[src/rtl/ifetch_responder.sv]
// Memory-side responder for the two per-core icaches: round-robin arbitration,
// one-word RAM reads that defer to data-side traffic, and a sticky watchdog error.
module ifetch_responder #(
    parameter int AW   = 32,
    parameter int DW   = 32,
    parameter int TO_W = 8
) (
    input  logic          CLK,
    input  logic          nRST,
    input  logic [1:0]    iREN,
    input  logic [AW-1:0] iaddr0,
    input  logic [AW-1:0] iaddr1,
    output logic [1:0]    iwait,
    output logic [DW-1:0] iload0,
    output logic [DW-1:0] iload1,
    input  logic          dbusy,
    output logic          ram_ren,
    output logic [AW-1:0] ram_addr,
    input  logic          ram_rdy,
    input  logic [DW-1:0] ram_rdata,
    output logic          ibusy,
    output logic          ierr
);

    // state  | meaning
    // IDLE   | waiting for a request while the data side is quiet
    // ACCESS | RAM read outstanding for the owner, watchdog running
    // RESP   | one-cycle response to the owner (suppressed if it withdrew)
    typedef enum logic [1:0] {IDLE, ACCESS, RESP} state_t;

    localparam logic [TO_W-1:0] WD_MAX = '1;

    state_t          state;
    logic            owner;
    logic            last_grant;
    logic [TO_W-1:0] wdog;
    logic            pick;
    logic            done;
    logic [DW-1:0]   rsp_data;

    always_comb begin
        pick = iREN[1];
        if (iREN == 2'b11) pick = ~last_grant;
    end

    // Timeout completes the transaction with a zero word so the owner never hangs.
    assign done     = ram_rdy || (wdog == WD_MAX);
    assign rsp_data = ram_rdy ? ram_rdata : '0;

    always_ff @(posedge CLK or negedge nRST) begin
        if (!nRST) begin
            state      <= IDLE;
            iwait      <= 2'b11;
            iload0     <= '0;
            iload1     <= '0;
            ram_ren    <= 1'b0;
            ram_addr   <= '0;
            ibusy      <= 1'b0;
            ierr       <= 1'b0;
            owner      <= 1'b0;
            last_grant <= 1'b1;
            wdog       <= '0;
        end else begin
            case (state)
                IDLE: begin
                    if (!dbusy && iREN != 2'b00) begin
                        owner    <= pick;
                        ram_addr <= pick ? iaddr1 : iaddr0;
                        ram_ren  <= 1'b1;
                        ibusy    <= 1'b1;
                        wdog     <= '0;
                        state    <= ACCESS;
                    end
                end
                ACCESS: begin
                    if (done) begin
                        if (!ram_rdy) ierr <= 1'b1;
                        ram_ren <= 1'b0;
                        state   <= RESP;
                        if (iREN[owner]) begin
                            iwait[owner] <= 1'b0;
                            if (owner) iload1 <= rsp_data;
                            else       iload0 <= rsp_data;
                        end
                    end else begin
                        wdog <= wdog + 1'b1;
                    end
                end
                RESP: begin
                    iwait      <= 2'b11;
                    iload0     <= '0;
                    iload1     <= '0;
                    last_grant <= owner;
                    wdog       <= '0;
                    ibusy      <= 1'b0;
                    state      <= IDLE;
                end
                default: state <= IDLE;
            endcase
        end
    end

endmodule

[config.mk]
export PLATFORM = sky130hd
export DESIGN_NAME = ifetch_responder
export DESIGN_NICKNAME = d
export VERILOG_FILES = /design/src/rtl/ifetch_responder.sv
export SDC_FILE = /design/constraint.sdc
export NUM_CORES = 1
export LEC_CHECK = 0
export ABC_CLOCK_PERIOD_IN_PS = 2300
export BUFFER_PORTS_ARGS = -buffer_cell sky130_fd_sc_hd__buf_4
export CORE_UTILIZATION = 47
export CTS_CLUSTER_DIAMETER = 40
export DETAILED_ROUTE_END_ITERATION = 8
export PLACE_DENSITY = 0.9
export SLEW_MARGIN = 20
export SYNTH_ARGS = -nofsm -noshare
export SYNTH_HDL_FRONTEND = slang
export SYNTH_SLANG_ARGS = --single-unit
export TNS_END_PERCENT = 5
[constraint.sdc]
create_clock -name CLK -period 2.3 [get_ports CLK]
set_clock_uncertainty 0.15 [all_clocks]
set_input_delay 0.23 -clock CLK [delete_from_list [all_inputs] [get_ports CLK]]
set_output_delay 0.23 -clock CLK [all_outputs]
set_load 0.005 [all_outputs]
**Word level (Yosys, flattened, before mapping)**

Cells that the tools add are included.

- Flip-flop bits (word level): 113
- Bits in latches: 0
- Bits in writable memories: 0
- ROM bits: 0
- Input port bits: 102
- Output and inout bits: 101
- Word-level logic and storage cells: 75
- Memories kept: 0

- $add $sub $neg: 1
- Multiply operators: 0
- Div/mod/pow operators: 0
- $lt $le $gt $ge: 2
- Eq/ne operators: 10
- Shifts and indexed selects: 0
- Mux-type cells: 28
- Bitwise operators: 4
- Reduce and logical (&&, ||, !) cells: 19

Operators by type and width:

| operator | number |
|---|---|
| $mux 32 | 8 |
| $pmux 32 s2 | 2 |
| $pmux 8 s3 | 1 |
| $mux 8 | 2 |
| $ne 2x2->1 const B | 6 |
| $reduce_and 3->1 | 4 |
| $add 8x1->8 const B | 1 |
| $eq 8x8->1 const B | 1 |
| $mux 2 | 4 |
| $pmux 2 s2 | 2 |
| $reduce_and 4->1 | 2 |
| $reduce_bool 2->1 | 4 |
| $mux 1 | 6 |
| $reduce_and 2->1 | 3 |
| $eq 2x2->1 const B | 2 |
| $pmux 1 s2 | 2 |
| $reduce_bool 3->1 | 1 |
| $and 2x2->2 | 1 |
| $eq 2x1->1 const B | 1 |
| $logic_and 1x1->1 | 2 |
| $logic_not 2->1 | 1 |
| $lt 1x2->1 const B | 1 |
| $not 1->1 | 2 |
| $not 2->2 | 1 |
| other kinds (4) | 4 |

**Depth between registers and ports, before layout**

- Word-level depth: 9
- Depth in mapped cells: 7
- Mapped depth without buffers: 5

**Worst setup path before layout**

OpenSTA, ideal clock, no wires.

- Path type: flip-flop to flip-flop
- Start: register wdog[0]
- End: register wdog[7]
- Setup time: 0.078 ns
- Arrival time: 1.807 ns
- Data required time: 2.072 ns
- Slack: 0.265 ns
- Cell stages (with the launch flop): 7
- Path buffers: 1
- Cells stage by stage: dfrtp_1 -> ha_1 -> and3_1 -> buf_2 -> a211o_1 -> or4_1 -> a21boi_1

- Word-level cells in the longest chain between the ends: 4

Ends and longest elaborated chain:

| item | RTL line | RTL |
|---|---|---|
| from (decl) | 36 | `logic [TO_W-1:0] wdog;` |
| from (signal assigned) | 86 | `wdog <= wdog + 1'b1;` |
| parallel branches: the longest is 4 deep, another holds $add 8x1->8 | -- |  |

Parallel ways; which one is timed is not known. The select of a mux whose other input is x is not followed.
A chain may end at the register's enable or synchronous reset.

**Worst setup path in the final report**

- Start: register last_grant
- End: register ram_addr[18]

- Word-level cells in the longest chain between the ends: 3

Ends and longest elaborated chain:

| item | RTL line | RTL |
|---|---|---|
| from (decl) | 35 | `logic last_grant;` |
| from (signal assigned) | 93 | `last_grant <= owner;` |
| $not 1->1 | 43 | `if (iREN == 2'b11) pick = ~last_grant;` |
| $mux 1 | 43 |  |
| $mux 32 | 68 | `ram_addr <= pick ? iaddr1 : iaddr0;` |
| to (signal assigned) | 68 |  |
| to (decl) | 18 | `output logic [AW-1:0] ram_addr,` |

Every way passes these cells.

==> summary.txt <==
Detailed routing
  – DR vias: 4704
  – Vias/cell: around 5.8
  – First-iteration detailed-routing DRC count: approximately 300
  – WL/cell: slightly above 20 microns
  – DR DRC count: 0
  – Drt first pass iters: 7
  – Routed Antenna Nets: 0
  – Routed WL: approximately 17 mm

Clock tree
  – H-tree levels: 4
  – Root Driver: clkbuf_8
  – CTS tree: yes
  – Inserted Clock Buffers: 17
  – CTS Buffer Depth: 2
  – Clk_lat worst skew: around 0.5 ns
  – Clock Sinks: around 110
  – Post-CTS Repair Setup Buffers: 0
  – Worst-path clk slew: around 0.060 ns

Setup path
  – Crit start category: flip-flop
  – Worst setup EP type: flip-flop
  – Critical Path Fanout Max: 8
  – WS Path Type: flip-flop to flip-flop
  – Arr. time, crit path: around 2.4 ns
  – Crit path required time: between 2 and 2.5 ns
  – FF-to-FF path depth: 5
  – Worst reg2reg setup slack: 0.05 ns

GRT
  – First-pass GRT wire length: around 26 mm
  – Largest net degree at the start of global routing: between 60 and 70
  – Initial antenna violation count: 0
  – Vias in the first global route: about 4700
  – Remaining global-route overflow: 0
  – GR Util All Layers: 0.343

Synth
  – Synth area leaders: dfrtp_1 (60%), a32o_1 (14%), mux2i_1 (7.2%), o21ai_0 (3.9%), nand2_1 (3.6%)
  – Simple-gate area share of the yosys netlist: 0.0643
  – Post-synth top cells: dfrtp_1 (110), a32o_1 (65), nand2_1 (44)
  – Post-synthesis cell type count: 36
  – Synth top area share: 0.597
  – Most used DFF post-synth: dfrtp_1
  – Syn Std Cell Area: ~4600 sq um
  – Sequential share of the synthesized area: 0.614
  – Synth Area in XOR/XNOR: 0
  – Post-Synthesis Cells: about 370
  – Adder-Cell Fraction of Synth Area: 0.00271
  – Compound-cell area share of the yosys netlist: 0.212
  – Post-synth EDFFs: 0
  – Syn avg cell area: between 10 and 15 sq um
  – Most common cell in the netlist: dfrtp_1
  – Synth async-reset ratio: 1.00
  – Cell type with the highest aggregate area in the netlist: dfrtp_1
  – Synth warn: 0
  – Largest family of logic cells by synthesized area: compound AO/OA/AOI/OAI gates
  – Post-Syn Nets: between 400 and 500
  – Yosys reg bits: roughly 110
  – Mux cell area share after synthesis: 0.0741

Finish
  – Layout Utilization: 0.836
  – Ratio of cells with drive above 1 in the final layout: 0.381
  – Syn-to-layout area delta: 70.0%
  – Fill cells: 485
  – ANT cells: 0
  – # nets final: a little under 800

STA
  – Period utilization: 0.976
  – Endpoints failing hold: 0
  – Relative slew slack: 0.628
  – Fmax: 445 MHz
  – Worst slew pin tran: ~0.56 ns
  – Period minus WS final: between 2 and 2.5 ns
  – Unrepaired setup endpoints after global routing: no
  – Final setup fails: 0
  – Final TNS setup: 0 ns
  – Slew Limit Fails: 0

Floorplan
  – Ports: about 200
  – Initial Util: 0.492
  – Die X: 101 microns
  – Die footprint: just over 10000 sq um
  – Core area: ~9400 sq um
  – Rows: 35
  – Die height: between 100 and 150 microns

Placement
  – Port Buffers: approximately 200
  – Gpl congestion: 0.830
  – Post-DP HPWL: about 8.8 mm

Power
  – Static leakage: 0.00383 uW
  – Pwr per Cell Area: roughly 1100 nW/um^2
  – Peak supply drop: roughly 500 uV

Run status
  – Status: complete, no violations

Flow run
  – Max cap viols: 0

Min path
  – Hold WC Path Type: primary input to async pin
placed cells by master (no fill, tap or decap), drive strengths merged, types with 2 or more instances in the layout:
cell | Yosys | routed
a21boi | 4 | 4
a21o | 2 | 2
a21oi | 3 | 3
a32o | 65 | 65
and3 | 2 | 2
buf | 11 | 216
clkbuf | 23 | 17
clkinv | 0 | 6
clkinvlp | 0 | 5
dfrtp | 110 | 110
dfstp | 3 | 3
dlygate4sd3 | 0 | 97
inv | 2 | 5
mux2i | 33 | 33
nand2 | 44 | 44
nand2b | 2 | 2
nand3 | 4 | 4
nor2 | 5 | 5
nor3b | 2 | 2
o21ai | 37 | 37
o22a | 2 | 2
o31ai | 2 | 2
or3 | 2 | 2
through the flow:
| stage | power [uW] | hold slack [ns] | std cells | area [sq um] | setup slack [ns] |
|---|---|---|---|---|---|
| 2_1_floorplan | 3930 | -0.216 | 371 | 4610 | 0.265 |
| 3_3_place_gp | 5310 | 0.0141 | 682 | 6320 | 0.284 |
| 3_5_place_dp | 5430 | 0.0206 | 682 | 6320 | 0.199 |
| 4_1_cts | 8030 | 0.0304 | 811 | 7840 | 0.145 |
| 5_1_grt | 8590 | 0.0575 | 811 | 7840 | 0.00166 |
| 6_report | 8230 | 0.0428 | 811 | 7840 | 0.0548 |
flip-flops by register name, indices dropped and copies added (netlist names):
register / cells
last_grant: 1
ram_addr: 32
iwait: 2
wdog: 8
owner: 1
iload0: 32
ram_ren: 1
iload1: 32
ierr: 1
ibusy: 1
state: 2
power breakdown:
part | switching [uW] | internal, uW | leakage (uW) | total, uW
Combinational | 1140 | 1550 | 0.00210 | 2690
Sequential | 481 | 2660 | 0.00147 | 3140
Clock | 964 | 1440 | 0.000257 | 2400
Total | 2580 | 5650 | 0.00383 | 8230
final timing paths:
path / from / endpoint
setup / recovery: last_grant$_DFFE_PN1P_ / ram_addr[18]$_DFFE_PN0P_
hold / removal: nRST / iload0[18]$_DFFE_PN0P_
setup reg to reg: last_grant$_DFFE_PN1P_ / ram_addr[18]$_DFFE_PN0P_
hold reg to reg: ram_addr[7]$_DFFE_PN0P_ / ram_addr[7]$_DFFE_PN0P_
max in group asynchronous: nRST / iload0[27]$_DFFE_PN0P_
min in group CLK: dbusy / state[0]$_DFFE_PN0P_
cell type report:
cell class | count | area, sq um | share of cell area
clock buffer | 17 | 414 | 0.0529
clock inverter | 15 | 135 | 0.0172
inverter | 2 | 7.51 | 0.000958
multi-input combinational | 222 | 1660 | 0.211
sequential | 113 | 2830 | 0.361
tap | 129 | 161 | 0.0206
timing repair buffer | 313 | 2630 | 0.336
routing by layer:
| metal | vias to the layer above | track usage | share of wire | routed length, microns |
|---|---|---|---|---|
| li1 | 2014 | - | - | - |
| met1 | 2312 | 0.396 | 0.36 | 6040 |
| met2 | 322 | 0.584 | 0.51 | 8620 |
| met3 | 56 | 0.0881 | 0.088 | 1480 |
| met4 | 0 | 0.187 | 0.042 | 711 |
| met5 | - | 0 | 0 | 0 |
timing repair:
action	4_1_cts	5_1_grt
resized for setup	0	1
endpoints found under the setup margin	0	2
hold endpoints to repair	209	0
hold buffers	97	0
critical path, stage by stage, from the launching register on:
cell and delay [ns]:
dfstp_2 0.38, a21boi_4 0.35, buf_4 0.27, mux2i_1 0.22, dlygate4sd3_1 0.59, o21ai_0 0.11
kinds of logic (layout without fill, tap and decap cells):
logic type	Yosys count	count (layout)
AOI/OAI and AO/OA	121	121
DFF	113	113
adders and majority gates	1	1
muxes	34	34
and+or+nand+nor	66	66
buffers and inverters	36	347
Note: power is estimated with default switching activity, not from simulation.
